===== src/rtl/count_ones_collect.sv =====
// Collects bit_count results on each rising edge of done into a small FWFT FIFO and keeps saturating statistics.
// Optional per-entry parity output is enabled by defining COUNT_ONES_PARITY_EN.
module count_ones_collect #(
    parameter int COUNT_SIZE = 3,
    parameter int DEPTH      = 4,
    parameter int TOTAL_SIZE = 8
) (
    input  logic                  clk,
    input  logic                  reset,
    input  logic [COUNT_SIZE-1:0] bit_count,
    input  logic                  done,
    input  logic                  out_ready,
    input  logic                  clear_stats,
    output logic [COUNT_SIZE-1:0] out_data,
    output logic                  out_valid,
    output logic                  full,
    output logic [TOTAL_SIZE-1:0] total,
    output logic [TOTAL_SIZE-1:0] word_cnt,
`ifdef COUNT_ONES_PARITY_EN
    output logic                  out_parity,
`endif
    output logic                  overflow
);

    localparam int PTR_W = $clog2(DEPTH);
    localparam int CNT_W = $clog2(DEPTH + 1);
    localparam int SUM_W = TOTAL_SIZE + 1;

    logic                  done_prev;
    logic [PTR_W-1:0]      rd_ptr;
    logic [PTR_W-1:0]      wr_ptr;
    logic [CNT_W-1:0]      occupancy;
    logic [COUNT_SIZE-1:0] mem [DEPTH];
`ifdef COUNT_ONES_PARITY_EN
    logic                  par_mem [DEPTH];
`endif

    logic                  capture;
    logic                  pop;
    logic                  accept;
    logic                  drop;
    logic [SUM_W-1:0]      total_sum;
    logic [TOTAL_SIZE-1:0] total_next;
    logic [TOTAL_SIZE-1:0] word_cnt_next;

    // NOTE: every always_comb output gets a default first so no latch can be inferred.
    always_comb begin
        out_valid = (occupancy != '0);
        full      = (occupancy == CNT_W'(DEPTH));
        capture   = done && !done_prev;
        pop       = out_valid && out_ready;
        // A full FIFO still accepts when the head leaves at the same edge.
        accept    = capture && (!full || pop);
        drop      = capture && full && !pop;

        total_sum     = {1'b0, total} + SUM_W'(bit_count);
        total_next    = total_sum[TOTAL_SIZE] ? '1 : total_sum[TOTAL_SIZE-1:0];
        word_cnt_next = (word_cnt == '1) ? word_cnt : word_cnt + TOTAL_SIZE'(1);

        out_data = mem[rd_ptr];
`ifdef COUNT_ONES_PARITY_EN
        out_parity = par_mem[rd_ptr];
`endif
    end

    always_ff @(posedge clk or negedge reset) begin
        if (!reset) begin
            // Held high so a done already asserted at reset release is not a new pulse.
            done_prev <= 1'b1;
            rd_ptr    <= '0;
            wr_ptr    <= '0;
            occupancy <= '0;
        end else begin
            done_prev <= done;
            if (pop) begin
                rd_ptr <= rd_ptr + PTR_W'(1);
            end
            if (accept) begin
                wr_ptr <= wr_ptr + PTR_W'(1);
            end
            if (accept && !pop) begin
                occupancy <= occupancy + CNT_W'(1);
            end else if (pop && !accept) begin
                occupancy <= occupancy - CNT_W'(1);
            end
        end
    end

    // NOTE: storage is reset too, because out_data must read 0 during reset; it is tiny.
    always_ff @(posedge clk or negedge reset) begin
        if (!reset) begin
            for (int i = 0; i < DEPTH; i++) begin
                mem[i] <= '0;
            end
        end else if (accept) begin
            mem[wr_ptr] <= bit_count;
        end
    end

`ifdef COUNT_ONES_PARITY_EN
    always_ff @(posedge clk or negedge reset) begin
        if (!reset) begin
            for (int i = 0; i < DEPTH; i++) begin
                par_mem[i] <= 1'b0;
            end
        end else if (accept) begin
            par_mem[wr_ptr] <= ^bit_count;
        end
    end
`endif

    always_ff @(posedge clk or negedge reset) begin
        if (!reset) begin
            total    <= '0;
            word_cnt <= '0;
            overflow <= 1'b0;
        end else if (clear_stats) begin
            total    <= '0;
            word_cnt <= '0;
            overflow <= 1'b0;
        end else begin
            if (accept) begin
                total    <= total_next;
                word_cnt <= word_cnt_next;
            end
            if (drop) begin
                overflow <= 1'b1;
            end
        end
    end

endmodule


===== config.mk =====
export PLATFORM = sky130hd
export DESIGN_NAME = count_ones_collect
export DESIGN_NICKNAME = d
export VERILOG_FILES = /design/src/rtl/count_ones_collect.sv
export SDC_FILE = /design/constraint.sdc
export NUM_CORES = 1
export LEC_CHECK = 0
export CAP_MARGIN = 30
export CORE_MARGIN = 2
export CORE_UTILIZATION = 46
export CTS_CLUSTER_DIAMETER = 40
export DETAILED_ROUTE_END_ITERATION = 7
export GPL_ROUTABILITY_DRIVEN = 0
export HOLD_SLACK_MARGIN = 0.03
export PLACE_DENSITY = 0.73
export SYNTH_ARGS = -nofsm -noshare
export SYNTH_HDL_FRONTEND = slang
export SYNTH_SLANG_ARGS = --single-unit

===== constraint.sdc =====
create_clock -name clk -period 2.1 [get_ports clk]
set_input_delay 0.21 -clock clk [delete_from_list [all_inputs] [get_ports clk]]
set_output_delay 0.21 -clock clk [all_outputs]
set_load 0.05 [all_outputs]

==> flow_summary.json, run 1 <==
{
  "status": "finished clean",
  "pwr-share-comb": 0.426,
  "path_class": "flip-flop to output port",
  "yosys.area.top_type": "dfrtp_1",
  "cts_sinks": 37,
  "yosys.area.top_type_share": 0.4648,
  "synth_edf_count": 0,
  "via_per_inst": 5.672,
  "finalSetupViolations": 0,
  "cp_max_fo": 3,
  "routed_wl_um": 4170,
  "start_util": 0.4811,
  "syn_area_mm2": 0.001938,
  "period_minus_slack_ns": 2.067,
  "final_util": 0.6189,
  "die_area_mm2": 0.004749,
  "power_density_mw_per_mm2": 1116,
  "dieHeight_um": 68.91,
  "layout_common_cells": "dfrtp_1 (35), clkdlybuf4s50_1 (25), buf_4 (20)",
  "fin_setup_tns_ns": 0,
  "p_int_uw": 1751,
  "area_growth_syn_to_layout_pct": 28.66,
  "synth_ff_type": "dfrtp_1",
  "finClkSkew_ns": 0.005266,
  "antenna_found_initial": 0,
  "drt_iter0_drc": 60,
  "hp-class": "input pin to asynchronous set/reset pin",
  "rsz0062_at_grt": "no",
  "reg2reg_from": "occupancy[0]$_DFFE_PN0P_",
  "grt_max_degree": 38,
  "cts_buffers": 5,
  "postSynthAreaPerCell_um2": 11.75,
  "timing.rr.end": "occupancy[2]$_DFFE_PN0P_",
  "cts_max_path_buffers": 2,
  "hpwl_um": 3074,
  "clkLatencyLatePin_ns": 0.29,
  "slew_violations": 0,
  "holdBufCountCts": 0,
  "drcViolationCount": 0,
  "slew_headroom": 0.6521,
  "ant_nets": 0,
  "power_leakage_uw": 0.001092,
  "placed_area_mm2": 0.002374,
  "fin_cells": 262,
  "synth-xor-area-share": 0.03163,
  "grt_pass1_wl_um": 6762,
  "synth_seq_cells": 37,
  "fin_crit_sh": 0.9844,
  "layout_commonest_cell": "dfrtp_1",
  "cp.required_ns": 1.89,
  "yosys.area_share.simple": 0.1704,
  "finalHoldViolCount": 0,
  "io_buffers": 29,
  "synthMuxAreaShare": 0.1272,
  "fin_nets": 230,
  "endpoint_kind": "output port",
  "drt_pass1_iterations": 4,
  "arrival_ns": 1.86,
  "syn_nets": 184,
  "diodes": 0,
  "io_pins": 30,
  "drive_above_1_share": 0.2642,
  "power.switching_uw": 1031,
  "htree_levels": 2,
  "clk_pin_slew_ns": 0.07,
  "yosysWarnings": 0,
  "netSwitchingFraction": 0.3707,
  "finalInstanceArea_mm2": 0.002494,
  "cts-root-buf": "clkbuf_8",
  "gr-total-overflow": 0,
  "r2r_cells": 8,
  "yosys-top-cells-area": "dfrtp_1 (46%), mux2_2 (7.6%), ha_1 (5.8%)",
  "num_rows": 23,
  "synth_top_family_by_area": "simple AND/OR/NAND/NOR gates",
  "worst_pin_slew_ns": 0.5202,
  "place_inst": 251,
  "post_drt_wl_per_cell_um": 15.92,
  "first_global_vias": 1448,
  "p_seq_frac": 0.390,
  "vias": 1486,
  "synth_cell_type_count": 48,
  "core_area_mm2": 0.004029,
  "grt.total_usage": 0.1979,
  "worstSetupStartpointType": "flip-flop",
  "die_x_um": 68.91,
  "async_reset_ff_frac": 1.000,
  "netlist_instances": 165,
  "cts_tree": "yes",
  "peakVddDrop_mv": 0.4794,
  "synth_fa_ha_area_frac": 0.07876,
  "synth-seq-area-share": 0.4784,
  "synth_compound_area_frac": 0.08715,
  "p_clk_frac": 0.184,
  "r2r_setup_slack_ns": 0.12,
  "cap_violations": 0,
  "max_freq_mhz": 483.8
}
-- layout make-up --
type                       instances  area (um^2)
fill                             323         1535
multi-input combinational        117        991.0
sequential                        37        928.4
timing repair buffer              45        400.4
clock buffer                       8        90.09
tap                               50        62.56
inverter                           5        21.27
-- synth_stat cells (4+ instances only) --
library cell,count
xnor2_1,5
ha_1,9
nor3_1,6
and3_1,4
a21oi_1,11
mux2_2,13
nand3_1,7
dfrtp_1,36
nand2_1,7
inv_1,4
nor2_1,9
-- power groups by stage --
stage | clock, uW | sequential, uW | combinational [uW]
final | 513 | 1090 | 1180
after floorplan | 0 | 1080 | 836
after detailed placement | 0 | 1110 | 1140
after global routing | 547 | 1120 | 1270
after CTS | 524 | 1100 | 1140
after global placement | 0 | 1090 | 1090
-- worst max-delay path, cell delays in order (launching register included) --
cell	delay, ns
dfrtp_2	0.43
or3_4	0.42
clkdlybuf4s50_1	0.71
-- through the flow --
step / setup WS [ns] / total power, uW / hold WS (ns)
floorplan: -0.01460 / 1916 / -0.08559
global placement: -0.04814 / 2176 / 0.4843
detailed placement: -0.1445 / 2252 / 0.4915
CTS: 0.01259 / 2769 / 0.3635
global route: 0.006622 / 2937 / 0.4097
finish: 0.03282 / 2782 / 0.3442
-- logic make-up (layout without fill, tap and decap cells) --
group / count (synthesis) / after routing
AO/OA/AOI/OAI: 26 / 26
XOR/XNOR: 7 / 7
adder cells (fa/ha/maj): 11 / 11
buffers and inverters: 11 / 58
flip-flops: 37 / 37
multiplexers: 19 / 19
AND/OR/NAND/NOR: 54 / 54
-- worst max path at each step --
stage                        startpoint                        to  slack [ns]  depth (start not counted)
5_1_grt        occupancy[0]$_DFFE_PN0P_                 out_valid       0.007                          2
4_1_cts        occupancy[0]$_DFFE_PN0P_  occupancy[2]$_DFFE_PN0P_        0.01                          8
6_report       occupancy[0]$_DFFE_PN0P_                 out_valid        0.03                          2
3_5_place_dp               bit_count[0]      total[4]$_DFFE_PN0P_       -0.14                          7
3_3_place_gp                  out_ready  occupancy[1]$_DFFE_PN0P_       -0.05                          8
2_1_floorplan  occupancy[0]$_DFFE_PN0P_  occupancy[1]$_DFFE_PN0P_       -0.01                          8
-- state kept, by name, summed over array words and instances, names as in the netlist --
signal,count
mem,12
total,8
word_cnt,8
occupancy,3
rd_ptr,2
wr_ptr,2
done_prev,1
overflow,1
-- timing repair --
action,CTS,global route
gates resized for setup,0,2
hold endpoints to repair,0,0
setup buffers,0,3
endpoints found under the setup margin,0,1
-- layer usage --
layer / GRT usage / up-vias / part of all wire
met5: 0 / - / 0
met4: 0.08088 / 0 / 0.014
met3: 0.05519 / 6 / 0.051
met2: 0.3341 / 42 / 0.49
met1: 0.2379 / 739 / 0.44
li1: - / 699 / -
No activity file was read; power rests on OpenSTA's default activity.
==> run 2: changes to the inputs <==
Settings changed: MAX_ROUTING_LAYER from default to met4.
==> run 2 against run 1 <==
Core utilization did not move. Design area did not move. First-iteration DRC count fell by 8.3%. Clock-buffer cell count did not move. Critical path depth did not move. Register-to-register slack barely moved. Critical path type unchanged. Largest power group unchanged. Highest routed layer unchanged.
==> flow_summary.json, run 2 (same netlist as run 1, synthesis figures left out) <==
{
  "period_minus_slack_ns": 2.067,
  "hold_slack_ns": 0.3439,
  "p_seq_frac": 0.390,
  "regArea_um2": 928.4,
  "antenna_found_initial": 0,
  "critical_path_buf_inv_count": 1,
  "cp_max_fo": 3,
  "layout_common_cells": "dfrtp_1 (35), clkdlybuf4s50_1 (25), buf_4 (20)",
  "max_freq_mhz": 483.8,
  "finalHoldViolCount": 0,
  "num_rows": 23,
  "hpwl_um": 3074,
  "finalSetupViolations": 0,
  "diodes": 0,
  "dr_wl_met2_um": 2057,
  "first_global_vias": 1448,
  "fin_nets": 230,
  "pwr-share-comb": 0.426,
  "grt.total_usage": 0.2035,
  "die_x_um": 68.91,
  "io_pins": 30,
  "slowest_delay_ns": 0.71,
  "cpMaxStageDelayCell": "clkdlybuf4s50_1",
  "cts_sinks": 37,
  "multiInputGateArea_um2": 991.0,
  "drt_iter0_drc": 55,
  "endpoint_kind": "output port",
  "io_buffers": 29,
  "htree_levels": 2,
  "grt_max_degree": 38,
  "ant_nets": 0,
  "core_area_mm2": 0.004029,
  "post_drt_wl_per_cell_um": 15.98,
  "vias": 1503,
  "cts-root-buf": "clkbuf_8",
  "drt_pass1_iterations": 4,
  "clkLatencyLatePin_ns": 0.29,
  "gr-total-overflow": 0,
  "place_ws_ns": -0.1445,
  "cts_buffers": 5,
  "place_inst": 251,
  "netSwitchingFraction": 0.3707,
  "p_int_uw": 1751,
  "layout_commonest_cell": "dfrtp_1",
  "arrival_ns": 1.86,
  "wl_met3_um": 227,
  "slew_headroom": 0.6521,
  "clk_pin_slew_ns": 0.07,
  "fin_cells": 262,
  "die_area_mm2": 0.004749,
  "hp-class": "input pin to asynchronous set/reset pin",
  "routed_wl_um": 4188,
  "m1WireLength_um": 1840,
  "p_clk_frac": 0.184,
  "power_leakage_uw": 0.001092,
  "reg_top3": "mem: 12 flops, total: 8 flops, word_cnt: 8 flops",
  "grt_pass1_wl_um": 6768,
  "routed.top_layer": "met4",
  "cap_violations": 0,
  "drive_above_1_share": 0.2642,
  "cp_top_family": "buffers and inverters",
  "fin_crit_sh": 0.9843,
  "path_class": "flip-flop to output port",
  "slew_violations": 0,
  "cts_tree": "yes",
  "cp.required_ns": 1.89,
  "rsz0062_at_grt": "no",
  "drcViolationCount": 0,
  "finClkSkew_ns": 0.005136,
  "crit_chain": "or3_4, clkdlybuf4s50_1",
  "dieHeight_um": 68.91,
  "worst_pin_slew_ns": 0.5202,
  "peakVddDrop_mv": 0.4793,
  "via_per_inst": 5.737,
  "power_density_mw_per_mm2": 1116,
  "n_fill_cell": 323,
  "power.switching_uw": 1031,
  "worst_slack_ns": 0.03289,
  "area_growth_syn_to_layout_pct": 28.66,
  "cts_max_path_buffers": 2,
  "largest_register_ff_count": 12,
  "top_register": "mem",
  "start_util": 0.4811,
  "worstSetupStartpointType": "flip-flop",
  "status": "finished clean"
}
-- run 2: cell counts in the layout (fill, tap and decap cells not counted) --
No cell type changed its count.
-- run 2: layer usage --
metal  GRT usage  vias to the layer above
li1            -                      698
met1      0.2389                      742
met3     0.05357                        8
met5           -                        -
met4     0.08088                        0
met2      0.3341                       55
-- run 2: stage by stage --
stage	power [uW]	instance area [um^2]	TNS [ns]	utilization
6_report	2782	2494	0	0.6189
5_1_grt	2937	2494	0	0.6189
4_1_cts	2769	2464	0	0.6115
3_5_place_dp	2252	2374	-0.3607	0.5891
3_3_place_gp	2176	2374	-0.06493	0.5891
2_1_floorplan	1916	1972	-0.01703	-
-- run 2: power by group through the flow --
stage	clock network, uW	logic (uW)	registers, uW
after floorplan	0	836	1080
after global placement	0	1090	1090
after detailed placement	0	1140	1110
after CTS	524	1140	1100
after global routing	547	1270	1120
final	513	1180	1080
-- run 2: worst reg2reg max path, delay by kind of cell, from the launching register on --
kind / cells / cell delay, ns
simple gates: 3 / 0.64
xor+xnor: 2 / 0.29
flops: 1 / 0.43
fa+ha+maj: 2 / 0.50
buf+inv: 1 / 0.04
-- run 2: what timing repair did --
item                       4_1_cts  5_1_grt
buffers inserted                 0        3
setup endpoints to repair        0        1
hold buffers                     0        0
gates resized for setup          0        2
-- run 2: final cells by class --
cell class / count / area share
multi-input combinational: 117 / 0.3974
sequential: 37 / 0.3723
timing repair buffer: 45 / 0.1606
clock buffer: 8 / 0.03613
tap: 50 / 0.02509
inverter: 5 / 0.008530
-- run 2: final timing paths --
path	depth (start not counted)	start	endpoint	slack [ns]
worst max-delay path	2	occupancy[0]$_DFFE_PN0P_	out_valid	0.03
worst min-delay path	2	reset	occupancy[1]$_DFFE_PN0P_	0.34
worst max register to register	8	occupancy[0]$_DFFE_PN0P_	occupancy[2]$_DFFE_PN0P_	0.12
worst min register to register	1	mem[3]$_DFFE_PN0P_	mem[3]$_DFFE_PN0P_	0.51
max in group asynchronous	2	reset	done_prev$_DFF_PN1_	1.40
min in group clk	2	done	done_prev$_DFF_PN1_	0.50
